## src/rtl/int_pkg.sv

```systemverilog
// Shared types and constants for the vectored interrupt controller.
package int_pkg;

  typedef enum logic [1:0] {
    ST_IDLE    = 2'd0,
    ST_REQ     = 2'd1,
    ST_SERVICE = 2'd2
  } int_state_e;

  localparam logic [9:0]  DEF_VEC_BASE   = 10'h3F0;
  localparam int unsigned DEF_VEC_STRIDE = 4;

  // Full-width vector address; callers truncate to their address width.
  function automatic logic [31:0] vec_addr(input logic [31:0] base,
                                           input logic [31:0] stride,
                                           input logic [31:0] id);
    return base + id * stride;
  endfunction

endpackage

```

## src/rtl/int_controller_if.sv

```systemverilog
// Request/ack/return handshake between the interrupt controller and the control unit.
// irq_req stays high with irq_id/irq_vec stable until the unit pulses irq_ack (taken)
// or the controller withdraws it; irq_ret is a single-cycle pulse ending the handler.
interface int_controller_if #(
  parameter int ID_W   = 2,
  parameter int ADDR_W = 10
) ();
  logic              irq_req;
  logic [ID_W-1:0]   irq_id;
  logic [ADDR_W-1:0] irq_vec;
  logic              irq_ack;
  logic              irq_ret;
  logic              in_service;

  modport master (
    output irq_req, irq_id, irq_vec, in_service,
    input  irq_ack, irq_ret
  );

  modport slave (
    input  irq_req, irq_id, irq_vec, in_service,
    output irq_ack, irq_ret
  );
endinterface

```

## src/rtl/int_prio_enc.sv

```systemverilog
// Lowest-index-wins priority encoder over an N-bit request vector.
module int_prio_enc #(
  parameter int N    = 3,
  parameter int ID_W = 2
) (
  input  logic [N-1:0]    req,
  output logic            valid,
  output logic [ID_W-1:0] id
);

  // Scan downward so the lowest set index is the last one written.
  always_comb begin
    valid = 1'b0;
    id    = '0;
    for (int i = N - 1; i >= 0; i--) begin
      if (req[i]) begin
        valid = 1'b1;
        id    = ID_W'(i);
      end
    end
  end

endmodule

```

## src/rtl/int_controller.sv

```systemverilog
// Interrupt controller: synchronises request lines, latches them as pending,
// masks and arbitrates them, and runs a non-nested request/service handshake.
module int_controller
  import int_pkg::*;
#(
  parameter int               N_IRQ      = 3,
  parameter int               ADDR_W     = 10,
  parameter logic [ADDR_W-1:0] VEC_BASE  = ADDR_W'(DEF_VEC_BASE),
  parameter int unsigned      VEC_STRIDE = DEF_VEC_STRIDE,
  parameter logic [N_IRQ-1:0] EDGE_MASK  = {N_IRQ{1'b1}},
  parameter int               ID_W       = (N_IRQ > 1) ? $clog2(N_IRQ) : 1
) (
  input  logic             clk,
  input  logic             reset,
  input  logic [N_IRQ-1:0] irq_in,
  input  logic             mask_we,
  input  logic [N_IRQ-1:0] mask_wdata,
  output logic [N_IRQ-1:0] mask_q,
  output logic [N_IRQ-1:0] pending,
  output int_state_e       dbg_state,
  int_controller_if.master cu
);

  logic [N_IRQ-1:0] sync1_q, sync2_q, sync3_q;
  logic [N_IRQ-1:0] pending_q, pending_d;
  logic [N_IRQ-1:0] mask_d;
  logic [N_IRQ-1:0] edge_set;
  logic [N_IRQ-1:0] id_onehot;
  logic [N_IRQ-1:0] ack_clr;
  logic [N_IRQ-1:0] eligible;
  logic             id_masked;

  int_state_e       state_q, state_d;
  logic [ID_W-1:0]  irq_id_q, irq_id_d;
  logic             irq_req_q, irq_req_d;
  logic             in_service_q, in_service_d;

  logic             enc_valid;
  logic [ID_W-1:0]  enc_id;

  assign eligible = pending_q & ~mask_q;

  int_prio_enc #(
    .N    (N_IRQ),
    .ID_W (ID_W)
  ) u_prio_enc (
    .req   (eligible),
    .valid (enc_valid),
    .id    (enc_id)
  );

  always_comb begin
    id_onehot = '0;
    for (int i = 0; i < N_IRQ; i++) begin
      id_onehot[i] = (irq_id_q == ID_W'(i));
    end
  end

  assign id_masked = |(id_onehot & mask_q);
  assign edge_set  = sync2_q & ~sync3_q;

  always_comb begin
    state_d  = state_q;
    irq_id_d = irq_id_q;
    ack_clr  = '0;
    case (state_q)
      ST_IDLE: begin
        if (enc_valid) begin
          state_d  = ST_REQ;
          irq_id_d = enc_id;
        end
      end
      ST_REQ: begin
        // A taken request beats a withdrawal caused by a late mask write.
        if (cu.irq_ack) begin
          state_d = ST_SERVICE;
          ack_clr = id_onehot & EDGE_MASK;
        end else if (id_masked) begin
          state_d = ST_IDLE;
        end
      end
      ST_SERVICE: begin
        if (cu.irq_ret) begin
          state_d = ST_IDLE;
        end
      end
      default: state_d = ST_IDLE;
    endcase
    irq_req_d    = (state_d == ST_REQ);
    in_service_d = (state_d == ST_SERVICE);
  end

  // Edge lines: a new edge in the same cycle as the ack clear keeps the line pending.
  assign pending_d = (EDGE_MASK & ((pending_q & ~ack_clr) | edge_set)) |
                     (~EDGE_MASK & sync2_q);

  assign mask_d = mask_we ? mask_wdata : mask_q;

  always_ff @(posedge clk) begin
    if (reset) begin
      sync1_q      <= '0;
      sync2_q      <= '0;
      sync3_q      <= '0;
      pending_q    <= '0;
      mask_q       <= '1;
      state_q      <= ST_IDLE;
      irq_id_q     <= '0;
      irq_req_q    <= 1'b0;
      in_service_q <= 1'b0;
    end else begin
      sync1_q      <= irq_in;
      sync2_q      <= sync1_q;
      sync3_q      <= sync2_q;
      pending_q    <= pending_d;
      mask_q       <= mask_d;
      state_q      <= state_d;
      irq_id_q     <= irq_id_d;
      irq_req_q    <= irq_req_d;
      in_service_q <= in_service_d;
    end
  end

  assign pending       = pending_q;
  assign dbg_state     = state_q;
  assign cu.irq_req    = irq_req_q;
  assign cu.irq_id     = irq_id_q;
  assign cu.in_service = in_service_q;
  assign cu.irq_vec    = ADDR_W'(vec_addr(32'(VEC_BASE), 32'(VEC_STRIDE), 32'(irq_id_q)));

endmodule

```

## src/flat_wrapper.sv

```systemverilog
// flat-port wrapper written by rule: the top's interface ports become plain ports
module int_controller_flat import int_pkg::*;
#(
  parameter int               N_IRQ      = 3,
  parameter int               ADDR_W     = 10,
  parameter logic [ADDR_W-1:0] VEC_BASE  = ADDR_W'(DEF_VEC_BASE),
  parameter int unsigned      VEC_STRIDE = DEF_VEC_STRIDE,
  parameter logic [N_IRQ-1:0] EDGE_MASK  = {N_IRQ{1'b1}},
  parameter int               ID_W       = (N_IRQ > 1) ? $clog2(N_IRQ) : 1
)
  (clk, reset, irq_in, mask_we, mask_wdata, mask_q, pending, dbg_state, cu_irq_req, cu_irq_id, cu_irq_vec, cu_in_service, cu_irq_ack, cu_irq_ret);
  int_controller_if #(.ID_W(ID_W), .ADDR_W(ADDR_W)) cu_i ();
  input  logic clk;
  input  logic reset;
  input  logic [N_IRQ-1:0] irq_in;
  input  logic mask_we;
  input  logic [N_IRQ-1:0] mask_wdata;
  output logic [N_IRQ-1:0] mask_q;
  output logic [N_IRQ-1:0] pending;
  output int_state_e dbg_state;
  output wire logic [$bits(cu_i.irq_req)-1:0] cu_irq_req;
  output wire logic [$bits(cu_i.irq_id)-1:0] cu_irq_id;
  output wire logic [$bits(cu_i.irq_vec)-1:0] cu_irq_vec;
  output wire logic [$bits(cu_i.in_service)-1:0] cu_in_service;
  input wire logic [$bits(cu_i.irq_ack)-1:0] cu_irq_ack;
  input wire logic [$bits(cu_i.irq_ret)-1:0] cu_irq_ret;
  assign cu_irq_req = cu_i.irq_req;
  assign cu_irq_id = cu_i.irq_id;
  assign cu_irq_vec = cu_i.irq_vec;
  assign cu_in_service = cu_i.in_service;
  assign cu_i.irq_ack = cu_irq_ack;
  assign cu_i.irq_ret = cu_irq_ret;
  int_controller #(.N_IRQ(N_IRQ), .ADDR_W(ADDR_W), .VEC_BASE(VEC_BASE), .VEC_STRIDE(VEC_STRIDE), .EDGE_MASK(EDGE_MASK), .ID_W(ID_W)) u_core (.clk(clk), .reset(reset), .irq_in(irq_in), .mask_we(mask_we), .mask_wdata(mask_wdata), .mask_q(mask_q), .pending(pending), .dbg_state(dbg_state), .cu(cu_i));
endmodule
```

## config.mk

```make
export PLATFORM = sky130hd
export DESIGN_NAME = int_controller_flat
export DESIGN_NICKNAME = d
export VERILOG_FILES = /design/src/rtl/int_pkg.sv /design/src/rtl/int_controller_if.sv /design/src/rtl/int_prio_enc.sv /design/src/rtl/int_controller.sv /design/src/flat_wrapper.sv
export SDC_FILE = /design/constraint.sdc
export NUM_CORES = 1
export LEC_CHECK = 0
export ABC_CLOCK_PERIOD_IN_PS = 1660
export BUFFER_PORTS_ARGS = -buffer_cell sky130_fd_sc_hd__buf_2
export CORE_ASPECT_RATIO = 2
export CORE_UTILIZATION = 30
export DETAILED_ROUTE_END_ITERATION = 7
export HOLD_SLACK_MARGIN = 0.02
export PLACE_DENSITY = 0.55
export SLEW_MARGIN = 20
export SYNTH_ARGS = -nofsm -noshare
export SYNTH_HDL_FRONTEND = slang
export SYNTH_SLANG_ARGS = --single-unit
export TNS_END_PERCENT = 50
```

## constraint.sdc

```tcl
create_clock -name clk -period 1.66 [get_ports clk]
set_clock_uncertainty 0.2 [all_clocks]
set_input_delay 0 -clock clk [delete_from_list [all_inputs] [get_ports clk]]
set_output_delay 0 -clock clk [all_outputs]
set_load 0.01 [all_outputs]
```

; ---- After elaboration in Yosys (flattened, before gate mapping)
; Index checks and enable logic that the tools add are counted.
[word_totals]
input_bits = 11
wordCells = 41
out_inout_bits = 22
ff_bits = 21
[op_classes]
n_mux = 13
reduce_logical = 4
n_bitwise = 8
n_eq_ne = 6
n_addsub = 1
[ops]
columns = op, n
row1 = 2-to-1 mux 2 bit, 7
row2 = bitwise AND 3 bit, 4
row3 = adder 10 x 4 -> 10 bit (first input constant), 1
row4 = NOT 3 bit, 3
row5 = equality test 2 x 1 -> 1 bit (second input constant), 3
row6 = equality test 2 bit (second input constant), 3
row7 = 2-to-1 mux 3 bit, 2
row8 = case mux 2 bit (3 select lines), 1
row9 = logical NOT 2 bit, 2
row10 = 2-to-1 mux 1 bit, 3
row11 = OR 3 bit, 1
row12 = OR reduction 3 bit, 1
row13 = AND reduction 2 bit, 1

; ---- Depth between registers and ports, before layout
[depth]
word_depth = 8
mapped_depth = 3
ltp_nobuf = 3

; ---- Modules after synthesis
; Synthesis repeated with hierarchy kept, for this count alone.
[unflattened]
hier_cells = 84
hier_area_um2 = 828.3
[by_module_without_submodules]
columns = mod, instances, area_per_inst_um2, seq_area_each_um2, cells_each
row1 = int_controller, 1, 808.3, 420.4, 81
row2 = int_prio_enc, 1, 20.0, 0.0, 3

; ---- Worst setup path before layout
; No wires, ideal clock.
[synth_path]
path_kind = register to register
startpoint = register u_core.state_q[0], in the netlist u_core.dbg_state[0]
endpoint = register u_core.pending_q[1], in the netlist u_core.pending[1]
synth_period_minus_slack_ns = 1.474
stages_incl_launch_ff = 4
path_slack_ns = 0.186
setup_ns = 0.117
n_path_buf = 0
t_arrival_ns = 1.156
required_time_ns = 1.343
cell_sequence = dfxtp_1 -> nand3b_4 -> or3b_1 -> a32o_1
[synth_between]
elab_chain_cells = 5
[synth_rtl]
columns = item, line_no
row1 = from (decl), int_controller.sv:33  ; int_state_e state_q, state_d;
row2 = from (signal assigned), int_controller.sv:116  ; state_q <= state_d;
row3 = equality test 2 x 1 -> 1 bit, int_controller.sv:66  ; case (state_q)
row4 = 2-to-1 mux 3 bit, int_controller.sv:66
row5 = NOT 3 bit, int_controller.sv:94  ; assign pending_d = (EDGE_MASK & ((pending_q & ~ack_clr) | edge_set)) |
row6 = bitwise AND 3 bit, int_controller.sv:94
row7 = OR 3 bit, int_controller.sv:94
row8 = to (signal assigned), int_controller.sv:114  ; pending_q <= pending_d;
row9 = to (decl), int_controller.sv:25  ; logic [N_IRQ-1:0] pending_q, pending_d;
; No other way between the ends.
; A chain may end at the register's enable or synchronous reset.

; ---- Final worst setup path
[layout_path]
startpoint = register u_core.state_q[0], in the netlist u_core.dbg_state[0]
endpoint = register u_core.in_service_q, in the netlist u_core.cu.in_service
[layout_between]
elab_chain_cells = 4
word_cells_on_any_way = 9
classes_between = 3 x eq/ne / 5 x mux / 1 x reduce/logical
[layout_rtl]
columns = item, line_no
row1 = 2-to-1 mux 2 bit, int_controller.sv:78  ; end else if (id_masked) begin
row2 = 2-to-1 mux 2 bit, int_controller.sv:75  ; if (cu.irq_ack) begin
row3 = case mux 2 bit (3 select lines) *, int_controller.sv:66
row4 = equality test 2 bit *, int_controller.sv:90  ; in_service_d = (state_d == ST_SERVICE);
row5 = to (signal assigned), int_controller.sv:119  ; in_service_q <= in_service_d;
row6 = to (decl), int_controller.sv:36  ; logic in_service_q, in_service_d;
; Mark *: on every way between the ends. The rest lies on a longest branch, timed or not.

==> results_dict.tcl <==
set metrics [dict create \
    cts_buffers 3 \
    die_area_um2 2940 \
    timing.final.ws_setup_ns 0.09710 \
    ant_nets 0 \
    n_fill_cell 275 \
    worstPathArrival_ns 1.51 \
    fin_cells 151 \
    critPathMaxFanout 6 \
    htree_levels 1 \
    fp.dieH_um 75.69 \
    vias_per_cell 4.430 \
    start_kind "flop" \
    leakagePower_nw 0.5377 \
    synth.avg_cell_area_um2 9.933 \
    grt_pass1_vias 667 \
    power_mw 0.9830 \
    synth.distinct_cells 23 \
    vias 669 \
    core_area_um2 2570 \
    cap_violations 0 \
    synthCells 82 \
    ys_warn_count 0 \
    drt-total-wl_mm 1.718 \
    layout-drive-gt1-share 0.2439 \
    hold_viol 0 \
    yosysSeqAreaShare 0.5161 \
    pre_cts_slack_ns 0.1769 \
    grtUsageTotal 0.1365 \
    rsz0062_at_grt "false" \
    tns_ns 0 \
    fin_crit_sh 0.9415 \
    multi_input_area_um2 322.8 \
    setup_viol 0 \
    grt_pass1_wl_mm 2.753 \
    num_antenna_cells 0 \
    clock_path_buffers 2 \
    fp.dieW_um 38.85 \
    p_comb_frac 0.114 \
    drv_slew 0 \
    cp-end-kind "flop" \
    cts_setup_buffers 0 \
    rows 26 \
    path_clk_slew_ns 0.08 \
    p_switching_mw 0.2303 \
    nets 135 \
    cts-root-buf "clkbuf_8" \
    grt_overflow_total 0 \
    power.share.sequential 0.546 \
    syn_area_um2 814.5 \
    post-route-min-period_ns 1.563 \
    placedCellCount 129 \
    seq_area_um2 420.4 \
    wl_per_cell_um 11.38 \
    clkLatencyLatePin_ns 0.26 \
    synth-seq-cells 21 \
    p_int_mw 0.7527 \
    p_clk_frac 0.341 \
    portBuffers 24 \
    worst-endpoint-required_ns 1.60 \
    routabilityCongestion 0.7267 \
    swShare 0.2343 \
    start_util 0.3169 \
    drc 0 \
    cts_tree "done" \
    place_hpwl_mm 1.139 \
    ir_drop_mv 0.5058 \
    drt-initial-drc-count 10 \
    grt_max_degree 16 \
    ctsResizeCount 0 \
    ios 33 \
    status "finished, final reports clean" \
    min_path_type "reg2reg" \
    area.growth.synth_to_final_pct 39.94 \
    antenna_found_initial 0 \
    timing.fmax_mhz 639.8 \
    cts.sinks 21 \
    cts-hold-fix-buffers 18 \
    crit_type "reg2reg" \
    cellPowerDensity_nw_per_um2 862.4 \
    dr.pass1.iters 4 \
]
==> placed cells by master, fill, tap and decap left out, drive strengths merged, types with 2 or more instances in the layout <==
cell type / n
clkbuf: 3
nand2: 5
mux2i: 3
buf: 24
nor3b: 2
o21ai: 3
dfxtp: 21
nor2: 2
a32o: 2
conb: 8
dlygate4sd3: 18
a21oi: 6
inv: 4
nor2b: 10
nand2b: 2
==> cell usage after synthesis <==
master    instances  area, µm²
nor2_1            2      7.510
conb_1            2      7.510
and2b_2           1      8.760
a21oi_1           6      30.03
a32o_1            2      20.02
nor3_1            1      5.000
or3b_1            1      8.760
nand3b_4          1      20.02
o21ai_0           3      15.01
o31ai_1           1      7.510
o211ai_1          1      7.510
o311ai_0          1      8.760
nor2b_1          10      62.56
nor3b_1           2      15.01
dfxtp_1          21      420.4
o221ai_1          1      8.760
clkbuf_1          1      3.750
buf_4            10      75.07
mux2i_1           3      30.03
nand2b_1          2      12.51
nand2_1           5      18.77
inv_1             4      15.01
and2_1            1      6.260
==> stage by stage <==
| step | instance area, µm² | utilization | hold slack [ns] |
|---|---|---|---|
| 3_5_place_dp | 913.4 | 0.3554 | 0.01548 |
| 2_1_floorplan | 837.1 | - | -0.1284 |
| 4_1_cts | 1140 | 0.4435 | 0.2270 |
| 5_1_grt | 1140 | 0.4435 | 0.2468 |
| 6_report | 1140 | 0.4435 | 0.2310 |
| 3_3_place_gp | 913.4 | 0.3554 | 0.007883 |
==> registers in the layout, summed over array words and instances, names as in the netlist <==
name	cells
u_core.mask_q	3
u_core.pending	3
u_core.sync1_q	3
u_core.sync2_q	3
u_core.sync3_q	3
u_core.cu.irq_id	2
u_core.dbg_state	2
u_core.cu.in_service	1
u_core.cu.irq_req	1
==> worst max-delay path: stages, from the launching register on <==
cell	delay, ns
dfxtp_1	0.45
nor2_1	0.07
nand2_1	0.08
a21oi_1	0.06
dlygate4sd3_1	0.58
==> layout make-up <==
cell class,instances,area share
clock inverters,1,0.004391
clock buffers,3,0.03622
repair buffers,42,0.2634
flip-flops and latches,21,0.3688
multi-input cells,52,0.2832
well taps,28,0.03074
inverters,4,0.01317
==> worst paths after layout <==
check                                      start  depth (start not counted)                         endpoint  slack [ns]
setup / recovery  u_core.dbg_state[0]$_SDFF_PP0_                          4  u_core.cu.in_service$_SDFF_PP0_         0.1
hold / removal      u_core.sync3_q[0]$_SDFF_PP0_                          1     u_core.pending[0]$_SDFF_PP0_        0.23
setup reg to reg  u_core.dbg_state[0]$_SDFF_PP0_                          4  u_core.cu.in_service$_SDFF_PP0_         0.1
hold reg to reg     u_core.sync3_q[0]$_SDFF_PP0_                          1     u_core.pending[0]$_SDFF_PP0_        0.23
==> logic make-up after synthesis <==
| kind of cell | count (synthesis) | synth area share |
|---|---|---|
| and+or+nand+nor | 26 | 0.2028 |
| other | 2 | 0.009220 |
| AOI/OAI and AO/OA | 15 | 0.1198 |
| DFF | 21 | 0.5161 |
| buffers and inverters | 15 | 0.1152 |
| muxes | 3 | 0.03687 |
==> power by group through the flow <==
stage          sequential (mW)  clock [mW]  combinational, mW
2_1_floorplan            0.552           0             0.0556
3_3_place_gp             0.548           0             0.0784
3_5_place_dp             0.549           0             0.0793
4_1_cts                  0.537       0.339              0.111
5_1_grt                  0.539       0.356              0.125
6_report                 0.536       0.335              0.112
==> routing by layer <==
metal	global-route usage	vias to the layer above	share of wire
met5	0	-	0
met3	0.01749	5	0.031
met4	0.09195	0	0.027
met2	0.2537	22	0.57
met1	0.1287	304	0.37
li1	-	338	-
Note: power is estimated with default switching activity, not from simulation.
